[config.mk]
export PLATFORM = sky130hd
export DESIGN_NAME = inst_fetch_wb
export DESIGN_NICKNAME = d
export VERILOG_FILES = /design/src/rtl/inst_fetch_wb.sv
export SDC_FILE = /design/constraint.sdc
export NUM_CORES = 1
export LEC_CHECK = 0
export BUFFER_PORTS_ARGS = -buffer_cell sky130_fd_sc_hd__buf_2
export CAP_MARGIN = 20
export CORE_UTILIZATION = 44
export DETAILED_ROUTE_END_ITERATION = 16
export PLACE_DENSITY = 0.8
export SLEW_MARGIN = 20
export SYNTH_ARGS = -nofsm -noshare
export SYNTH_HDL_FRONTEND = slang
export SYNTH_SLANG_ARGS = --single-unit
[constraint.sdc]
create_clock -name clk -period 1.6 [get_ports clk]
set_clock_uncertainty 0.15 [all_clocks]
set_input_delay 0 -clock clk [delete_from_list [all_inputs] [get_ports clk]]
set_output_delay 0 -clock clk [all_outputs]
set_load 0.02 [all_outputs]
[src/rtl/inst_fetch_wb.sv]
// Instruction-fetch responder: turns each PC fetch request into one classic
// Wishbone read, stalls the pipeline until ack, and buffers the word across IF/ID stalls.
module inst_fetch_wb #(
  parameter int ADDR_W = 32,
  parameter int DATA_W = 32
) (
  input  logic              clk,
  input  logic              rst,
  input  logic              ce_i,
  input  logic [ADDR_W-1:0] pc_i,
  input  logic [5:0]        stall_i,
  input  logic              flush_i,
  output logic [DATA_W-1:0] inst_o,
  output logic              stallreq_o,
  output logic [ADDR_W-1:0] wb_adr_o,
  output logic [DATA_W-1:0] wb_dat_o,
  input  logic [DATA_W-1:0] wb_dat_i,
  output logic              wb_we_o,
  output logic [3:0]        wb_sel_o,
  output logic              wb_stb_o,
  output logic              wb_cyc_o,
  input  logic              wb_ack_i
);

  typedef enum logic [1:0] {IDLE, BUSY, HOLD} state_t;

  state_t            state, state_nx;
  logic [DATA_W-1:0] rd_buf;
  logic              cyc;
  logic              issue, done, capture;
  logic              unused_stall;

  assign unused_stall = ^{stall_i[5:2], stall_i[0]};

  always_comb begin
    state_nx   = state;
    inst_o     = '0;
    stallreq_o = 1'b0;
    issue      = 1'b0;
    done       = 1'b0;
    capture    = 1'b0;
    case (state)
      IDLE: begin
        stallreq_o = ce_i & ~flush_i;
        if (ce_i && !flush_i) begin
          issue    = 1'b1;
          state_nx = BUSY;
        end
      end
      BUSY: begin
        // flush wins over a coincident ack: the returned word is dropped
        if (flush_i) begin
          done     = 1'b1;
          state_nx = IDLE;
        end else if (wb_ack_i) begin
          inst_o   = wb_dat_i;
          done     = 1'b1;
          capture  = 1'b1;
          state_nx = stall_i[1] ? HOLD : IDLE;
        end else begin
          stallreq_o = 1'b1;
        end
      end
      HOLD: begin
        if (!flush_i) inst_o = rd_buf;
        if (flush_i || !stall_i[1]) state_nx = IDLE;
      end
      default: state_nx = IDLE;
    endcase
  end

  always_ff @(posedge clk) begin
    if (rst) begin
      state    <= IDLE;
      rd_buf   <= '0;
      wb_adr_o <= '0;
      cyc      <= 1'b0;
      wb_sel_o <= 4'h0;
    end else begin
      state <= state_nx;
      if (issue) begin
        wb_adr_o <= pc_i;
        cyc      <= 1'b1;
        wb_sel_o <= 4'hF;
      end else if (done) begin
        cyc      <= 1'b0;
        wb_sel_o <= 4'h0;
      end
      if (capture) rd_buf <= wb_dat_i;
    end
  end

  assign wb_cyc_o = cyc;
  assign wb_stb_o = cyc;
  assign wb_we_o  = 1'b0;
  assign wb_dat_o = '0;

endmodule

==> results.yml, run 1 <==
synth:
  ys_warn_count: 0
  ys_seq_elements: 67
  avgSynthCellArea_sq_um: 7.558
  syn_inst: 419
  ys_seq_area_share_pct: 42.35
  netlist-cell-type-count: 25
  syn_area_sq_um: 3167
detailed_routing:
  wl_per_cell_um: 16.97
  dr.pass1.iters: 7
  drc: 0
  drt_iter0_drc: 172
  vias: 3836
  drt.antenna.violating_nets: 0
  via_per_inst: 5.142
  wirelength_mm: 12.66
pwr:
  leakagePower_uw: 0.002477
  ir_drop_uv: 601.5
  power_density_nw_per_um2: 799.8
setup_path:
  critPathSlowestCell: "dfxtp_4"
  cp_top_family: "buffers and inverters"
  crit_fanout: 7
  reg2reg_depth: 8
  critPathKind: "flop to output port"
  r2r_end: "state[0]$_SDFFE_PP0P_"
  worstPathRequired_ns: 1.45
  cp.depth: 8
  critPathLaunchType: "flop"
  path_buf_inv: 4
  cp_slowest_stage_delay_ns: 0.37
  cp-end-kind: "output port"
  crit_chain: "inv_4 > ha_4 > and3b_2 > buf_6 > buf_12 > nand2_1 > a21boi_1 > buf_4"
  endpoint: "inst_o[4]"
  regToRegSetupSlack_ns: -0.16
  arrival_ns: 1.84
  r2r_start: "state[1]$_SDFFE_PP0P_"
  startpoint: "state[1]$_SDFFE_PP0P_"
layout:
  area_growth_pct: 81.98
  final_util_pct: 83.90
  layout_common_cells: "nand2_1, buf_2, dlygate4sd3_1"
  nets: 724
  layout-drive-gt1-share_pct: 43.85
  final_common_cell: "nand2_1"
  diodes: 0
  fin_area_sq_um: 5763
floorplan:
  die_h_um: 86.84
  die_x_um: 86.84
  rows: 30
  die-area_sq_um: 7540
  core_area_sq_um: 6869
  start_util_pct: 46.10
  ios: 179
timing:
  grt_setup_unrepaired: "true"
  fmax_mhz: 503.7
  slew_violations: 0
  hold_viol_final: 0
  setup_viol: 64
  slew_headroom_pct: 65.53
  worstMarginPinSlew_ns: 0.5170
  finalSetupTns_ns: -11.76
  finalCritPeriodShare_pct: 124.1
  fin_ws_ns: -0.3852
  fin_crit_ns: 1.985
clock_network:
  cts_made_buffers: 9
  cts_tree: "yes"
  cts_root_buf: "clkbuf_8"
  htreeDepth: 3
  path_clk_slew_ns: 0.08
  clockBufferDepth: 2
  clock_latency_ns: 0.34
  clock-sinks: 67
placed_design:
  port-buffer-count: 140
  place_ws_ns: -0.04694
  dpl.hpwl_mm: 5.352
  routabilityCongestion: 0.8195
  dpl-instance-area_sq_um: 3831
worst_hold_path:
  hold_path_class: "input pin to flop"
global_route:
  antenna_found_initial: 0
  grt_usage_pct: 26.16
  grt_pass1_wl_mm: 15.47
  grt_start_max_net_pins: 42
  overflow: 0
  grt_pass1_vias: 3490
flow_run:
  maxCapViolations: 0
outcome:
  violations: "setup timing"
  status: "finished with violations"
[worst min path at each step]
stage / startpoint / endpoint / slack, ns / cells after the start
4_1_cts: flush_i / state[0]$_SDFFE_PP0P_ / 0.009 / 3
5_1_grt: wb_ack_i / state[0]$_SDFFE_PP0P_ / 0.11 / 5
3_3_place_gp: pc_i[16] / wb_adr_o[16]$_SDFFE_PP0P_ / 0.09 / 3
6_report: flush_i / wb_sel_o[2]$_SDFFE_PP0P_ / 0.05 / 4
2_1_floorplan: wb_dat_i[10] / rd_buf[10]$_SDFFE_PP0P_ / -0.01 / 2
3_5_place_dp: pc_i[1] / wb_adr_o[1]$_SDFFE_PP0P_ / 0.1 / 3
[sequential cells by signal, indices dropped and copies added (netlist names)]
name      cells
wb_sel_o      1
rd_buf       32
wb_adr_o     32
state         2
[synthesized netlist by cell type (all sizes together)]
cell type,count,area share (%)
or3,1,0.20
clkbuf,9,1.1
buf,56,13
nor2,1,0.12
o2111ai,1,0.28
a21oi,67,11
nor2b,2,0.55
dfxtp,67,42
a32oi,1,0.28
a21boi,31,7.3
o311ai,1,0.28
o21ai,3,0.47
a31oi,1,0.20
ha,4,1.6
nand2,163,19
and3b,1,0.28
nor3b,2,0.83
nand3b,3,0.71
inv,3,0.36
conb,1,0.12
and3,1,0.20
[stage by stage]
| step | instances | hold WS (ns) | total power (uW) |
|---|---|---|---|
| after floorplan | 451 | -0.01404 | 2219 |
| after global placement | 634 | 0.09202 | 2340 |
| after detailed placement | 634 | 0.09683 | 2355 |
| after CTS | 725 | 0.009295 | 4411 |
| after global routing | 746 | 0.1111 | 4753 |
| final | 746 | 0.05425 | 4609 |
[per-layer routing]
layer / track usage [%] / up-vias / part of all wire [%]
li1: - / 1741 / -
met1: 27.78 / 1794 / 36
met2: 48.03 / 245 / 52
met3: 7.143 / 56 / 9.1
met4: 11.67 / 0 / 3.5
met5: 0 / - / 0
[worst register-to-register path, stage by stage, from the launching register on]
cell and delay [ns]:
dfxtp_4 0.37, inv_4 0.07, buf_4 0.13, buf_6 0.09
ha_4 0.13, nor2b_4 0.19, a21oi_4 0.06, or3_1 0.33
a31oi_1 0.16
[logic make-up (layout without fill, tap and decap cells)]
kind of cell	after synthesis	in the layout	synth area share, %
AO/OA/AOI/OAI	105	105	19.44
adder cells (fa/ha/maj)	4	4	1.580
other	1	33	0.1184
flip-flops	67	67	42.35
AND/OR/NAND/NOR	174	174	22.21
buffers and inverters	68	267	14.30
[layout make-up]
type / count / area [sq um]
tap: 96 / 120.1
clock buffer: 9 / 123.9
inverter: 3 / 16.27
timing repair buffer: 248 / 2112
clock inverter: 7 / 146.4
multi-input combinational: 316 / 1896
fill: 414 / 1106
sequential: 67 / 1349
[power by group]
group          internal (uW)  leakage [uW]  switching, uW
sequential              1720      0.000546           37.9
clock                   1210      0.000135            725
combinational            432       0.00180            479
total                   3370       0.00248           1240
[what timing repair did]
action	4_1_cts	5_1_grt
pin swaps	13	37
endpoints found under the setup margin	57	69
hold endpoints to repair	67	0
setup buffers	5	14
gates cloned	2	9
gates resized for setup	78	102
hold buffers	68	0
Power figures use the tool's default switching activity.
==> inputs of run 2 (changes only) <==
--- a/config.mk
+++ b/config.mk
@@ -5,11 +5,13 @@
 export SDC_FILE = /design/constraint.sdc
 export NUM_CORES = 1
 export LEC_CHECK = 0
+export ABC_AREA = 1
 export BUFFER_PORTS_ARGS = -buffer_cell sky130_fd_sc_hd__buf_2
 export CAP_MARGIN = 20
 export CORE_UTILIZATION = 44
 export DETAILED_ROUTE_END_ITERATION = 16
-export PLACE_DENSITY = 0.8
+export GPL_TIMING_DRIVEN = 0
+export PLACE_DENSITY = 0.81
 export SLEW_MARGIN = 20
 export SYNTH_ARGS = -nofsm -noshare
 export SYNTH_HDL_FRONTEND = slang
==> run 2 against run 1 <==
Effect of this change:
- the run still ends with setup timing left
- register-to-register slack better by 0.12 ns
- area after synthesis fell by 3.7%
- fmax rose by 7.5%
- clock-buffer cell count unchanged
- total power increased by 0.41%
==> results.yml, run 2 <==
pwr:
  p_int_uw: 3263
  power_density_nw_per_um2: 849.9
  clkPwrFrac_pct: 37.1
  p_comb_share_pct: 24.2
  leakagePower_uw: 0.002502
  switchingPower_uw: 1365
  seqPwrFrac_pct: 38.7
  swShare_pct: 29.50
  ir_drop_uv: 604.4
global_route:
  grt_pass1_vias: 3991
  grt_pass1_wl_mm: 18.20
  grt_usage_pct: 31.88
  grt_start_max_net_pins: 13
  antenna_found_initial: 0
  overflow: 0
synth:
  ys_seq_area_share_pct: 43.97
  ys_warn_count: 0
  netlist-cell-type-count: 16
  syn_area_sq_um: 3050
  ys_seq_elements: 67
  synth.largest_area_cell: "dfxtp_1"
  synth.top_cell.area_share_pct: 43.97
  async_flop_share_pct: 0
  synth.most_common_cell: "nand2_1"
  synth_commonest_cells: "nand2_1, a21oi_1, dfxtp_1, buf_4, buf_2"
  avgSynthCellArea_sq_um: 7.211
  syn_inst: 423
  synthFlopType: "dfxtp_1"
  synth_edf_count: 0
  synth_area_leaders: "dfxtp_1, nand2_1, a21oi_1, buf_4, buf_2"
layout:
  reg_top3: "rd_buf (32), wb_adr_o (32), state (2)"
  layout-drive-gt1-share_pct: 40.29
  area_growth_pct: 78.51
  instances_no_fill: 767
  layout_common_cells: "nand2_1, buf_2, a21oi_1"
  diodes: 0
  nets: 764
  final_common_cell: "nand2_1"
  fill_cells: 327
  final_util_pct: 83.37
clock_network:
  path_clk_slew_ns: 0.07
  cts_root_buf: "clkbuf_8"
  cts_made_buffers: 9
  clock_latency_ns: 0.34
  clock-sinks: 67
  htreeDepth: 3
  clockBufferDepth: 2
  cts_tree: "yes"
setup_path:
  crit_fanout: 8
  arrival_ns: 1.70
  worstPathRequired_ns: 1.45
  critPathLaunchType: "flop"
  cp-end-kind: "output port"
  critPathKind: "flop to output port"
timing:
  slew_violations: 0
  hold_viol_final: 0
  slew_headroom_pct: 62.03
  setup_viol: 39
  fin_crit_ns: 1.846
  fmax_mhz: 541.7
  fin_ws_ns: -0.2461
  grt_setup_unrepaired: "true"
  finalSetupTns_ns: -6.581
  whs_ns: 0.03354
  worstMarginPinSlew_ns: 0.5696
  finalCritPeriodShare_pct: 115.4
detailed_routing:
  drc: 0
  drt_iter0_drc: 257
  dr.pass1.iters: 5
  wl_per_cell_um: 16.13
  vias: 3936
  wirelength_mm: 12.38
  drt.antenna.violating_nets: 0
  via_per_inst: 5.132
floorplan:
  die_h_um: 85.27
  rows: 29
  ios: 179
  core_area_sq_um: 6531
  die_x_um: 85.27
  start_util_pct: 46.70
  die-area_sq_um: 7270
flow_run:
  maxCapViolations: 0
placed_design:
  port-buffer-count: 139
  routabilityCongestion: 0.8050
  dpl.hpwl_mm: 5.811
  dp_cells: 671
worst_hold_path:
  hold_path_class: "input pin to flop"
outcome:
  status: "finished with violations"
  violations: "setup timing"
==> run 2: changes by cell type after synthesis, sizes merged, moves of 3 or more <==
cell / before / now
nand3b: 3 / 0
a21boi: 31 / 0
a21oi: 67 / 98
nand2: 163 / 167
nor2: 1 / 6
inv: 3 / 8
nand3: 0 / 6
==> run 2: kinds of logic after synthesis <==
family | after synthesis | share of synthesized area [%]
adders and majority gates | 4 | 1.641
and+or+nand+nor | 180 | 23.30
buffers and inverters | 71 | 14.56
DFF | 67 | 43.97
AOI/OAI and AO/OA | 100 | 16.41
other | 1 | 0.1229
==> run 2: routing by layer <==
metal  wire, um  GRT usage, %  vias to the layer above
li1           -             -                     1818
met1       4443         31.74                     1792
met2       6407         60.63                      273
met3       1069         8.074                       53
met4        454         16.82                        0
met5          0             0                        -
==> run 2: worst paths after layout <==
kind | from | endpoint | slack (ns) | depth (start not counted)
hold / removal | flush_i | state[1]$_SDFFE_PP0P_ | 0.03 | 6
setup / recovery | state[0]$_SDFFE_PP0P_ | inst_o[15] | -0.25 | 9
setup reg to reg | state[0]$_SDFFE_PP0P_ | wb_adr_o[31]$_SDFFE_PP0P_ | -0.04 | 7
hold reg to reg | wb_adr_o[17]$_SDFFE_PP0P_ | wb_adr_o[17]$_SDFFE_PP0P_ | 0.31 | 2
==> run 2: timing repair <==
action                                  in CTS  in global routing
endpoints found under the setup margin      33                 80
hold endpoints to repair                    67                  0
hold buffers                                69                  0
pin swaps                                   23                 13
cloned                                       6                  0
resized for setup                           93                 56
setup buffers                                5                  0
==> run 2: layout make-up <==
class,instances,area (sq um),share of cell area [%]
timing repair buffer,219,1629,29.92
multi-input combinational,317,1597,29.32
sequential,67,1346,24.72
buffer,63,491.7,9.030
clock buffer,9,123.9,2.275
clock inverter,7,116.4,2.137
tap,77,96.34,1.769
inverter,8,45.04,0.8272
==> run 2: critical path, stage by stage (launching register included) <==
cell and delay (ns):
dfxtp_4 0.37, inv_4 0.06, ha_4 0.12, inv_2 0.04, nor2_4 0.10, buf_12 0.15, buf_8 0.13, nand2_1 0.08
a21oi_1 0.14, buf_4 0.16
==> run 2: power groups by stage <==
stage                     combinational [uW]  clock (uW)  sequential [uW]
after floorplan                          459           0             1870
after global placement                   753           0             1810
after detailed placement                 761           0             1810
after CTS                               1020        1720             1780
after global routing                    1190        1790             1800
final                                   1120        1720             1790
==> run 2: stage by stage <==
step | worst slack (ns) | instance area (sq um) | power, uW
finish | -0.2461 | 5445 | 4628
global route | -0.3040 | 5445 | 4782
CTS | -0.2102 | 5248 | 4520
detailed placement | -0.2125 | 3963 | 2574
global placement | -0.1791 | 3963 | 2563
floorplan | 0.06298 | 3171 | 2331
